--- config.mk ---
export PLATFORM = sky130hd
export DESIGN_NAME = interconn_arb_flat
export DESIGN_NICKNAME = d
export VERILOG_FILES = /design/src/rtl/interconn_arb_pkg.sv /design/src/rtl/interconn_arb_if.sv /design/src/rtl/interconn_arb_rr_mask_arb.sv /design/src/rtl/interconn_arb.sv /design/src/flat_wrapper.sv
export SDC_FILE = /design/constraint.sdc
export NUM_CORES = 2
export LEC_CHECK = 0
export ABC_CLOCK_PERIOD_IN_PS = 6700
export CORE_AREA = 2 2 562 564
export DETAILED_ROUTE_END_ITERATION = 6
export DIE_AREA = 0 0 564 566
export HOLD_SLACK_MARGIN = 0.02
export PLACE_DENSITY = 0.45
export RECOVER_POWER = 100
export SYNTH_ARGS = -nofsm -noshare
export SYNTH_HDL_FRONTEND = slang
export SYNTH_SLANG_ARGS = --single-unit
--- constraint.sdc ---
create_clock -name clk -period 6.7 [get_ports clk]
set_input_delay 0.67 -clock clk [delete_from_list [all_inputs] [get_ports clk]]
set_output_delay 0.67 -clock clk [all_outputs]
set_load 0.02 [all_outputs]
--- src/rtl/interconn_arb_pkg.sv ---
// Shared constants and helpers for the MVU interconnect admission/arbitration stage.
package interconn_pkg;

    localparam int N_DEF     = 8;
    localparam int W_DEF     = 64;
    localparam int BADDR_DEF = 15;
    localparam int CNTW_DEF  = 32;

    // Upper bound on source count supported by the mask helper.
    localparam int MAXN  = 32;
    localparam int FLATW = MAXN * MAXN;

    function automatic int ptr_w(input int n);
        return (n > 1) ? $clog2(n) : 1;
    endfunction

    localparam int PTR_W = ptr_w(N_DEF);

    // Extract destination mask idx from a flat array of n-bit masks.
    function automatic logic [MAXN-1:0] mask_slice(input logic [FLATW-1:0] flat,
                                                   input int idx, input int n);
        logic [MAXN-1:0] m;
        m = '0;
        for (int b = 0; b < MAXN; b++) begin
            if (b < n) begin
                m[b] = flat[idx*n + b];
            end else begin
                m[b] = 1'b0;
            end
        end
        return m;
    endfunction

endpackage

--- src/rtl/interconn_arb_if.sv ---
// Source request and crossbar send buses of the interconnect arbiter.
interface interconn_arb_if #(
    parameter int N     = interconn_pkg::N_DEF,
    parameter int W     = interconn_pkg::W_DEF,
    parameter int BADDR = interconn_pkg::BADDR_DEF,
    parameter int CNTW  = interconn_pkg::CNTW_DEF
) ();
    logic [N-1:0]       src_vld;
    logic [N-1:0]       src_rdy;
    logic [N*N-1:0]     src_to;
    logic [N*BADDR-1:0] src_addr;
    logic [N*W-1:0]     src_word;
    logic [N-1:0]       dest_busy;
    logic [N*N-1:0]     send_to;
    logic [N-1:0]       send_en;
    logic [N*BADDR-1:0] send_addr;
    logic [N*W-1:0]     send_word;
    logic [CNTW-1:0]    conflict_cnt;

    modport slave (
        input  src_vld, src_to, src_addr, src_word, dest_busy,
        output src_rdy, send_to, send_en, send_addr, send_word, conflict_cnt
    );

    modport master (
        output src_vld, src_to, src_addr, src_word, dest_busy,
        input  src_rdy, send_to, send_en, send_addr, send_word, conflict_cnt
    );
endinterface

--- src/rtl/interconn_arb_rr_mask_arb.sv ---
// Round-robin scan granting a set of held entries whose destination masks do not overlap.
module interconn_rr_mask_arb import interconn_pkg::*; #(
    parameter int N = N_DEF,
    localparam int PW = ptr_w(N)
) (
    input  logic [N-1:0]   hv,
    input  logic [N*N-1:0] hto,
    input  logic [N-1:0]   dest_busy,
    input  logic [PW-1:0]  ptr,
    output logic [N-1:0]   gnt,
    output logic [PW-1:0]  ptr_nxt
);
    logic [N-1:0]  claimed;
    logic [N-1:0]  m;
    logic [PW-1:0] s;
    logic          found;

    // Greedy scan from ptr; an entry wins only if none of its destinations are claimed yet.
    always_comb begin
        claimed = dest_busy;
        gnt     = '0;
        ptr_nxt = ptr;
        found   = 1'b0;
        s       = '0;
        m       = '0;
        for (int k = 0; k < N; k++) begin
            s = PW'((int'(ptr) + k) % N);
            m = N'(mask_slice(FLATW'(hto), int'(s), N));
            if (hv[s] && ((m & claimed) == '0)) begin
                gnt[s]  = 1'b1;
                claimed = claimed | m;
                if (!found) begin
                    found   = 1'b1;
                    ptr_nxt = PW'((int'(s) + 1) % N);
                end else begin
                    found = 1'b1;
                end
            end else begin
                claimed = claimed;
            end
        end
    end
endmodule

--- src/rtl/interconn_arb.sv ---
// Per-source hold registers, conflict-free grant and zero-filled registered crossbar buses.
module interconn_arb import interconn_pkg::*; #(
    parameter int N     = N_DEF,
    parameter int W     = W_DEF,
    parameter int BADDR = BADDR_DEF,
    parameter int CNTW  = CNTW_DEF
) (
    input  logic            clk,
    input  logic            clr_n,
    interconn_arb_if.slave  bus
);
    localparam int PW = ptr_w(N);

    logic [N-1:0]       hv_q, hv_d;
    logic [N*N-1:0]     hto_q, hto_d;
    logic [N*BADDR-1:0] haddr_q, haddr_d;
    logic [N*W-1:0]     hword_q, hword_d;
    logic [PW-1:0]      ptr_q, ptr_d;
    logic [CNTW-1:0]    cnt_q, cnt_d;
    logic [N-1:0]       send_en_q, send_en_d;
    logic [N*N-1:0]     send_to_q, send_to_d;
    logic [N*BADDR-1:0] send_addr_q, send_addr_d;
    logic [N*W-1:0]     send_word_q, send_word_d;
    logic [N-1:0]       gnt;
    logic [PW-1:0]      ptr_nxt;
    logic [N-1:0]       rdy;

    interconn_rr_mask_arb #(.N(N)) u_arb (
        .hv        (hv_q),
        .hto       (hto_q),
        .dest_busy (bus.dest_busy),
        .ptr       (ptr_q),
        .gnt       (gnt),
        .ptr_nxt   (ptr_nxt)
    );

    // A slot can take a new entry in the same cycle its current entry leaves.
    assign rdy              = ~hv_q | gnt;
    assign bus.src_rdy      = rdy;
    assign bus.send_en      = send_en_q;
    assign bus.send_to      = send_to_q;
    assign bus.send_addr    = send_addr_q;
    assign bus.send_word    = send_word_q;
    assign bus.conflict_cnt = cnt_q;

    // Admission, send-bus staging and statistics for the next edge.
    always_comb begin
        hv_d        = hv_q;
        hto_d       = hto_q;
        haddr_d     = haddr_q;
        hword_d     = hword_q;
        send_en_d   = gnt;
        send_to_d   = '0;
        send_addr_d = '0;
        send_word_d = '0;
        ptr_d       = ptr_nxt;
        for (int i = 0; i < N; i++) begin
            // Zero-mask requests are handshaken but never occupy the slot.
            if (bus.src_vld[i] && rdy[i] && (bus.src_to[i*N +: N] != '0)) begin
                hv_d[i]                = 1'b1;
                hto_d[i*N +: N]        = bus.src_to[i*N +: N];
                haddr_d[i*BADDR +: BADDR] = bus.src_addr[i*BADDR +: BADDR];
                hword_d[i*W +: W]      = bus.src_word[i*W +: W];
            end else if (gnt[i]) begin
                hv_d[i] = 1'b0;
            end else begin
                hv_d[i] = hv_q[i];
            end
            // Ungranted slices must be zero because the crossbar ORs all sources.
            if (gnt[i]) begin
                send_to_d[i*N +: N]           = hto_q[i*N +: N];
                send_addr_d[i*BADDR +: BADDR] = haddr_q[i*BADDR +: BADDR];
                send_word_d[i*W +: W]         = hword_q[i*W +: W];
            end else begin
                send_to_d[i*N +: N] = '0;
            end
        end
        if ((|(hv_q & ~gnt)) && (cnt_q != '1)) begin
            cnt_d = cnt_q + CNTW'(1);
        end else begin
            cnt_d = cnt_q;
        end
    end

    // State and output registers, all cleared asynchronously.
    always_ff @(posedge clk or negedge clr_n) begin
        if (!clr_n) begin
            hv_q        <= '0;
            hto_q       <= '0;
            haddr_q     <= '0;
            hword_q     <= '0;
            ptr_q       <= '0;
            cnt_q       <= '0;
            send_en_q   <= '0;
            send_to_q   <= '0;
            send_addr_q <= '0;
            send_word_q <= '0;
        end else begin
            hv_q        <= hv_d;
            hto_q       <= hto_d;
            haddr_q     <= haddr_d;
            hword_q     <= hword_d;
            ptr_q       <= ptr_d;
            cnt_q       <= cnt_d;
            send_en_q   <= send_en_d;
            send_to_q   <= send_to_d;
            send_addr_q <= send_addr_d;
            send_word_q <= send_word_d;
        end
    end
endmodule
--- src/flat_wrapper.sv ---
// flat-port wrapper written by rule: the top's interface ports become plain ports
module interconn_arb_flat import interconn_pkg::*;
#(
    parameter int N     = N_DEF,
    parameter int W     = W_DEF,
    parameter int BADDR = BADDR_DEF,
    parameter int CNTW  = CNTW_DEF
)
  (clk, clr_n, bus_src_vld, bus_src_to, bus_src_addr, bus_src_word, bus_dest_busy, bus_src_rdy, bus_send_to, bus_send_en, bus_send_addr, bus_send_word, bus_conflict_cnt);
  interconn_arb_if #(.N(N), .W(W), .BADDR(BADDR), .CNTW(CNTW)) bus_i ();
  input  logic clk;
  input  logic clr_n;
  input wire logic [$bits(bus_i.src_vld)-1:0] bus_src_vld;
  input wire logic [$bits(bus_i.src_to)-1:0] bus_src_to;
  input wire logic [$bits(bus_i.src_addr)-1:0] bus_src_addr;
  input wire logic [$bits(bus_i.src_word)-1:0] bus_src_word;
  input wire logic [$bits(bus_i.dest_busy)-1:0] bus_dest_busy;
  output wire logic [$bits(bus_i.src_rdy)-1:0] bus_src_rdy;
  output wire logic [$bits(bus_i.send_to)-1:0] bus_send_to;
  output wire logic [$bits(bus_i.send_en)-1:0] bus_send_en;
  output wire logic [$bits(bus_i.send_addr)-1:0] bus_send_addr;
  output wire logic [$bits(bus_i.send_word)-1:0] bus_send_word;
  output wire logic [$bits(bus_i.conflict_cnt)-1:0] bus_conflict_cnt;
  assign bus_i.src_vld = bus_src_vld;
  assign bus_i.src_to = bus_src_to;
  assign bus_i.src_addr = bus_src_addr;
  assign bus_i.src_word = bus_src_word;
  assign bus_i.dest_busy = bus_dest_busy;
  assign bus_src_rdy = bus_i.src_rdy;
  assign bus_send_to = bus_i.send_to;
  assign bus_send_en = bus_i.send_en;
  assign bus_send_addr = bus_i.send_addr;
  assign bus_send_word = bus_i.send_word;
  assign bus_conflict_cnt = bus_i.conflict_cnt;
  interconn_arb #(.N(N), .W(W), .BADDR(BADDR), .CNTW(CNTW)) u_core (.clk(clk), .clr_n(clr_n), .bus(bus_i));
endmodule
After elaboration in Yosys (flattened, before gate mapping) --
Index checks and enable logic that the tools add are counted.
Storage, ports and cells: register bits 1443
Cells by class: multiplexer cells 293, bitwise logic cells 26, $add $sub $neg 71, equal/unequal tests 1, reductions and logical operators 58, magnitude comparators 80
Operators by type and width (count):
- $lt 7x11->1 const B | 56
- $bmux 1 s10 | 56
- $mux 64 | 8
- $add 6x3->7 const B | 32
- $mux 8 | 23
- $mux 1 | 159
- $mux 15 | 8
- $or 8x8->8 | 15
- $add 6x2->7 const B | 16
- $lt 6x11->1 const B | 8
- $and 8x8->8 | 9
- $logic_not 8->1 | 8
- $reduce_bool 8->1 | 8
- $add 6x1->7 const B | 8
- $bmux 1 s3 | 16
- $mux 3 | 15
- $logic_and 1x1->1 | 33
- $add 32x1->32 const B | 1
- $lt 3x4->1 const B | 8
- $ne 32x32->1 const B | 1
- $add 3x1->3 const B | 8
- $demux 1 s3 | 8
- $ge 3x1->1 const B | 8
- $not 8->8 | 2
- other kinds (4) | 15

Logic depth before layout (Yosys ltp) --
depth in word-level cells 40, mapped depth 35, mapped depth without buffers 19

Cells and area by module --
From an unflattened synthesis, not the netlist that was laid out.
Second synthesis, totals: cell total of the unflattened synthesis 3798, area total of the unflattened synthesis 56245.2 um^2
Modules (own cells, without submodules):
- interconn_arb | seq. area each 36109.6 um^2, area an instance 50163.1 um^2, cells each 3154, times used 1
- interconn_rr_mask_arb | seq. area each 0.0 um^2, area an instance 6082.1 um^2, cells each 644, times used 1

Least setup slack after synthesis --
OpenSTA, ideal clock, no wires.
kind reg2reg, start point register u_core.ptr_q[1], end point register u_core.hword_q[417], slack -722 ps, data required time 6575 ps, cell stages (with the launch flop) 30, arrival 7297 ps, clock period less this slack 7422 ps, path through dfrtp_1 buf_2 buf_6 buf_6 buf_6 buf_6 buf_6 buf_2 inv_1 ha_1 clkbuf_1 mux4_2 mux2i_4 o22ai_1 or4_1 nor3_2 o21ai_2 or3_1 nand3_1 o2111a_1 nand3_1 o211ai_2 or4b_1 a32oi_2 nand2b_1 nor2b_1 buf_2 buf_4 buf_6 mux2_2
On the way: word-level cells in the longest chain between the ends 39, elaborated cells on any way between the ends 359, those cells by class add/sub: 63; order compare: 16; mux: 231; bitwise: 23; reduce/logical: 26
Ends and longest elaborated chain:
- start: declaration | RTL line interconn_arb.sv:18 | logic [PW-1:0] ptr_q, ptr_d;
- start signal: assignment | RTL line interconn_arb.sv:103 | ptr_q <= ptr_d;
- $add 6x1->7 (tied with other cells) | RTL line interconn_arb_pkg.sv:26 | m[b] = flat[idx*n + b];
- $bmux 1 s10 | RTL line interconn_arb_pkg.sv:26
- $mux 1 (implied by the code) (2 in a row) | RTL line interconn_arb_pkg.sv:26
- $and 8x8->8 | RTL line interconn_arb_rr_mask_arb.sv:29 | if (hv[s] && ((m & claimed) == '0)) begin
- $logic_not 8->1 | RTL line interconn_arb_rr_mask_arb.sv:29
- $logic_and 1x1->1 | RTL line interconn_arb_rr_mask_arb.sv:29
- $mux 8 | RTL line interconn_arb_rr_mask_arb.sv:29
- $and 8x8->8 | RTL line interconn_arb_rr_mask_arb.sv:29
- [22 not listed]
- $mux 8 | RTL line interconn_arb_rr_mask_arb.sv:29
- $and 8x8->8 | RTL line interconn_arb_rr_mask_arb.sv:29
- $logic_not 8->1 | RTL line interconn_arb_rr_mask_arb.sv:29
- $logic_and 1x1->1 | RTL line interconn_arb_rr_mask_arb.sv:29
- $mux 8 * | RTL line interconn_arb_rr_mask_arb.sv:29
- $or 8x8->8 * | RTL line interconn_arb.sv:38 | assign rdy = ~hv_q | gnt;
- net bus_src_rdy[6] | RTL line flat_wrapper.sv:18 | output wire logic [$bits(bus_i.src_rdy)-1:0] bus_src_rdy;
- $logic_and 1x1->1 * (2 in a row) | RTL line interconn_arb.sv:59 | if (bus.src_vld[i] && rdy[i] && (bus.src_to[i*N +: N] != '0)) begin
- end signal: assignment | RTL line interconn_arb.sv:102 | hword_q <= hword_d;
- end: declaration | RTL line interconn_arb.sv:17 | logic [N*W-1:0] hword_q, hword_d;
Mark *: on every way through the listed nets, which the timed path passes. The rest lies on a longest branch. The select of a mux whose other input is x is not followed. A chain may end at the register's enable or synchronous reset.

Worst setup path in the final report --
start point register u_core.ptr_q[1], end point output port bus_src_rdy[3]
On the way: word-level cells in the longest chain between the ends 37, elaborated cells on any way between the ends 357, those cells by class add/sub: 63; order compare: 16; mux: 231; bitwise: 23; reduce/logical: 24
Ends and longest elaborated chain (RTL line):
- $add 6x1->7 (tied with other cells) | interconn_arb_pkg.sv:26
- $bmux 1 s10 | interconn_arb_pkg.sv:26
- $mux 1 (implied by the code) (2 in a row) | interconn_arb_pkg.sv:26
- $and 8x8->8 | interconn_arb_rr_mask_arb.sv:29
- $logic_not 8->1 | interconn_arb_rr_mask_arb.sv:29
- $logic_and 1x1->1 | interconn_arb_rr_mask_arb.sv:29
- $mux 8 | interconn_arb_rr_mask_arb.sv:29
- $and 8x8->8 | interconn_arb_rr_mask_arb.sv:29
- [20 not listed]
- $logic_not 8->1 | interconn_arb_rr_mask_arb.sv:29
- $logic_and 1x1->1 | interconn_arb_rr_mask_arb.sv:29
- $mux 8 | interconn_arb_rr_mask_arb.sv:29
- $and 8x8->8 | interconn_arb_rr_mask_arb.sv:29
- $logic_not 8->1 | interconn_arb_rr_mask_arb.sv:29
- $logic_and 1x1->1 | interconn_arb_rr_mask_arb.sv:29
- $mux 8 * | interconn_arb_rr_mask_arb.sv:29
- $or 8x8->8 * | interconn_arb.sv:38
- end: declaration | flat_wrapper.sv:18
Every way passes the cells marked *; elsewhere a longest branch is shown, timed or not. The select of a mux whose other input is x is not followed.

==> results.txt <==
----------------------------------------------------
[Clock tree]
  Root cell of the clock tree ... clkbuf_16
  Clock input transition at the sequential cells of the worst setup and hold paths ... 0.07 ns
  Number of buffers between clock root and the deepest sink ... 4
  Number of clock buffers inserted by TritonCTS ... roughly 180
  Clock insertion delay at the later pin of the skew report ... approximately 0.85 ns
  Maximum level of the CTS H-tree ... 4
  Clk sink count ... between 1000 and 1500
  CTS tree ... built

[Power]
  Leak ... roughly 38 nW
  Power, Total ... between 50 and 60 mW
  Peak ir drop on the vdd network ... between 0.5 and 0.6 mV
  Ratio of total power to cell area ... roughly 620 nW/µm²

[Logic synthesis]
  Ys Warns ... 0
  Async S/R FF share, synth ... 100%
  Most numerous cell in the Yosys netlist ... dfrtp_1
  Most common flop cell mapped by yosys ... dfrtp_1
  Leading cell types by total area after synthesis ... dfrtp_1 (64%), mux2_2 (14%), and2_1 (7.7%)
  Avg Inst Size Synth ... around 15 µm²
  Sequential element share of the synthesized area ... between 60% and 70%
  Gate count of the mapped netlist ... 3857
  Post-synth top cells ... dfrtp_1 (1443), mux2_2 (707), and2_1 (700)
  Cell type with the largest total area after synthesis ... dfrtp_1
  Synth unique cells ... 90
  Total nets after synthesis ... between 4000 and 5000
  Share of the synthesized area in the top cell type ... between 60% and 70%
  Mapped Area ... 56500 µm²
  Count of state elements after synthesis ... ~1400
  Number of enable flip-flop cells after synthesis ... 0

[Placed design]
  Sum of net half-perimeters after detailed placement ... approximately 210 mm
  Worst setup slack after placement ... -0.0404 ns
  Buffers on Ports ... 1457
  Placer Congestion ... about 0.9
  Placed cell areas ... just under 80000 µm²

[STA]
  Final hold violations ... 0
  Transition at the pin with the smallest max-transition slack ... 3.07 ns
  Final critical-path setup slack ... -0.168 ns
  Setup violation total in the final timing report ... 6
  Number of slew-limit violations in the final report ... between 900 and 1000
  Worst hold slack ... 0.440 ns
  Setup repair after global routing missed its margin ... yes
  Worst setup skew after layout ... ~0.07 ns
  Max_slew headroom ... -105%
  Time the worst path needs with I/O delays and setup ... between 6 and 7 ns
  Period utilization ... 103%
  Peak clock frequency supported by timing ... approximately 150 MHz

[Global routing]
  First-pass GRT wire length ... ~370 mm
  Overall overflow remaining after global route ... 0
  Initial antenna violation count ... slightly above 90
  Pin count of the biggest net entering global routing ... about 160
  Vias in the first global route ... around 43000
  Global Route Usage Sum ... between 10% and 20%

[Floorplanning]
  Core area ... about 310000 µm²
  Starting utilization of the core area ... between 10% and 20%
  Site row count ... approximately 200
  Total Die Area ... roughly 320000 µm²
  Num ports ... ~1500
  Chip Width ... 564 µm
  Floorplan die height ... roughly 570 µm

[Routing]
  Detail Route Antenna Nets ... 0
  Initial DRC count ... around 2200
  Via/cell ratio ... just under 4
  Routed Wire Length ... 273 mm
  TritonRoute pass-1 iters ... 7
  DRC viols ... 0
  Vias ... between 30000 and 40000
  Routed WL per cell ... ~27 µm

[Cells and area]
  Fin nets ... 6417
  Final standard cell utilization of the core ... between 20% and 30%
  Final instance area ... ~86000 µm²
  Area added between synthesis and finish ... 51.7%
  Share of post-route cells with drive strength above 1 ... a little over a quarter

[Critical path]
  Worst Path Class, Setup ... reg -> out
  Critical Path End Type ... primary output
  CP Data Required Time ... slightly above 6 ns
  CP startpoint ... u_core.ptr_q[1]
  Crit Path Max Fanout ... 7
  Kind of start point of the critical path ... flop
  Flop-to-flop setup slack ... 0.13 ns
  Reg-to-reg endpoint ... u_core.bus.conflict_cnt[17]
  Worst flop-to-flop path startpoint ... u_core.ptr_q[1]
  Crit path DAT ... between 6 and 7 ns
  Number of cells traversed by the worst register-to-register path ... 31

[Job]
  Maxcap violations ... 14

[Worst hold path]
  Count of cells along the worst hold path ... 2
  Capture endpoint of the worst hold path ... u_core.hword_q[74]
  Hold crit path type ... in -> reg
  Min-delay src ... bus_src_word[74]

[Run status]
  Outcome ... finished, violations left
  Violated checks ... max-capacitance violations, max-slew violations, negative setup slack

----------------------------------------------------
per-layer routing:
layer,vias up,GRT usage [%],share of wire [%]
li1,17153,-,-
met1,20575,19.4,39
met2,1537,28.3,49
met3,403,5.88,9.2
met4,36,4.89,3.2
met5,-,0,0.081
worst max-delay path by stage:
stage / cells after the start / slack [ns] / end
global route: 23 / -0.36 / bus_src_rdy[3]
floorplan: 30 / 0.01 / u_core.hword_q[225]
finish: 22 / -0.17 / bus_src_rdy[3]
global placement: 26 / -0.05 / u_core.hword_q[245]
detailed placement: 24 / -0.04 / u_core.bus.conflict_cnt[28]
CTS: 21 / -0.29 / bus_src_rdy[3]
metrics by stage:
step | instances | TNS (ns)
after global routing | 10002 | -2.27
final | 10027 | -0.568
after floorplan | 3857 | 0
after CTS | 9979 | -1.57
after detailed placement | 9614 | -0.417
after global placement | 9613 | -1.09
layout make-up:
| class | instances | area (µm²) |
|---|---|---|
| Inverter | 36 | 139 |
| Multi-Input combinational cell | 2172 | 19800 |
| Tap cell | 4160 | 5200 |
| Fill cell | 32346 | 228000 |
| Antenna cell | 31 | 77.6 |
| Sequential cell | 1443 | 36100 |
| Clock buffer | 271 | 5270 |
| Clock inverter | 51 | 649 |
| Timing Repair Buffer | 1863 | 18500 |
state kept, by name, indices dropped and copies added (netlist names):
signal / flops
u_core.bus.conflict_cnt: 32
u_core.bus.send_addr: 120
u_core.bus.send_en: 8
u_core.bus.send_to: 64
u_core.bus.send_word: 512
u_core.haddr_q: 120
u_core.hto_q: 64
u_core.hv_q: 8
u_core.hword_q: 512
u_core.ptr_q: 3
repair_timing:
item,in CTS,in global routing
setup buffers,45,14
cloned,2,4
resized for setup,78,49
endpoints found under the hold margin,80,0
hold buffers,1,0
setup endpoints to repair,116,239
pin swaps,30,20
cells in the final DEF, fill, tap and decap left out, drive strengths merged, types with 10 or more instances in the layout:
cell and n:
a21oi 20, a22oi 11, and2 700, and3 11, buf 390, bufinv 10
clkbuf 294, clkdlybuf4s50 712, clkinv 27, dfrtp 1443, diode 31, dlygate4sd3 737
inv 45, mux2 711, mux2i 119, mux4 83, nand2 63, nand2b 18
nand3 24, nand4 12, nor2 57, nor2b 13, nor3 30, nor4 27
nor4b 13, o21ai 32, o221ai 13, o22ai 58, or4 14, xor2 28
power breakdown:
part	internal [mW]	switching, mW
clock network	5.82	4.00
logic	13.5	15.3
registers	12.3	2.22
kinds of logic (layout without fill, tap and decap cells):
group / Yosys count / count (layout) / synth area share (%)
AND/OR/NAND/NOR: 1002 / 1002 / 10.7
adder cells (fa/ha/maj): 9 / 9 / 0.199
XOR/XNOR: 34 / 34 / 0.573
flip-flops: 1443 / 1443 / 63.9
AO/OA/AOI/OAI: 214 / 214 / 2.80
multiplexers: 913 / 913 / 19.7
other: 0 / 31 / 0
buffers and inverters: 242 / 2221 / 2.14
worst max-delay path, cell delays in order (launching register included):
cell and delay, ns:
dfrtp_4 0.46, inv_4 0.06, ha_4 0.36, buf_4 0.14
buf_4 0.12, buf_4 0.11, mux2i_1 0.22, mux4_2 0.37
o22ai_2 0.11, or4_4 0.58, a211oi_4 0.32, buf_12 0.16
nor3_4 0.04, nor4_4 0.36, nand4_2 0.19, and3_4 0.20
o211ai_4 0.19, buf_6 0.13, or4b_4 0.46, a32oi_4 0.30
buf_12 0.14, nand2b_4 0.16, buf_12 0.13
(Power assumes the default switching activity.)
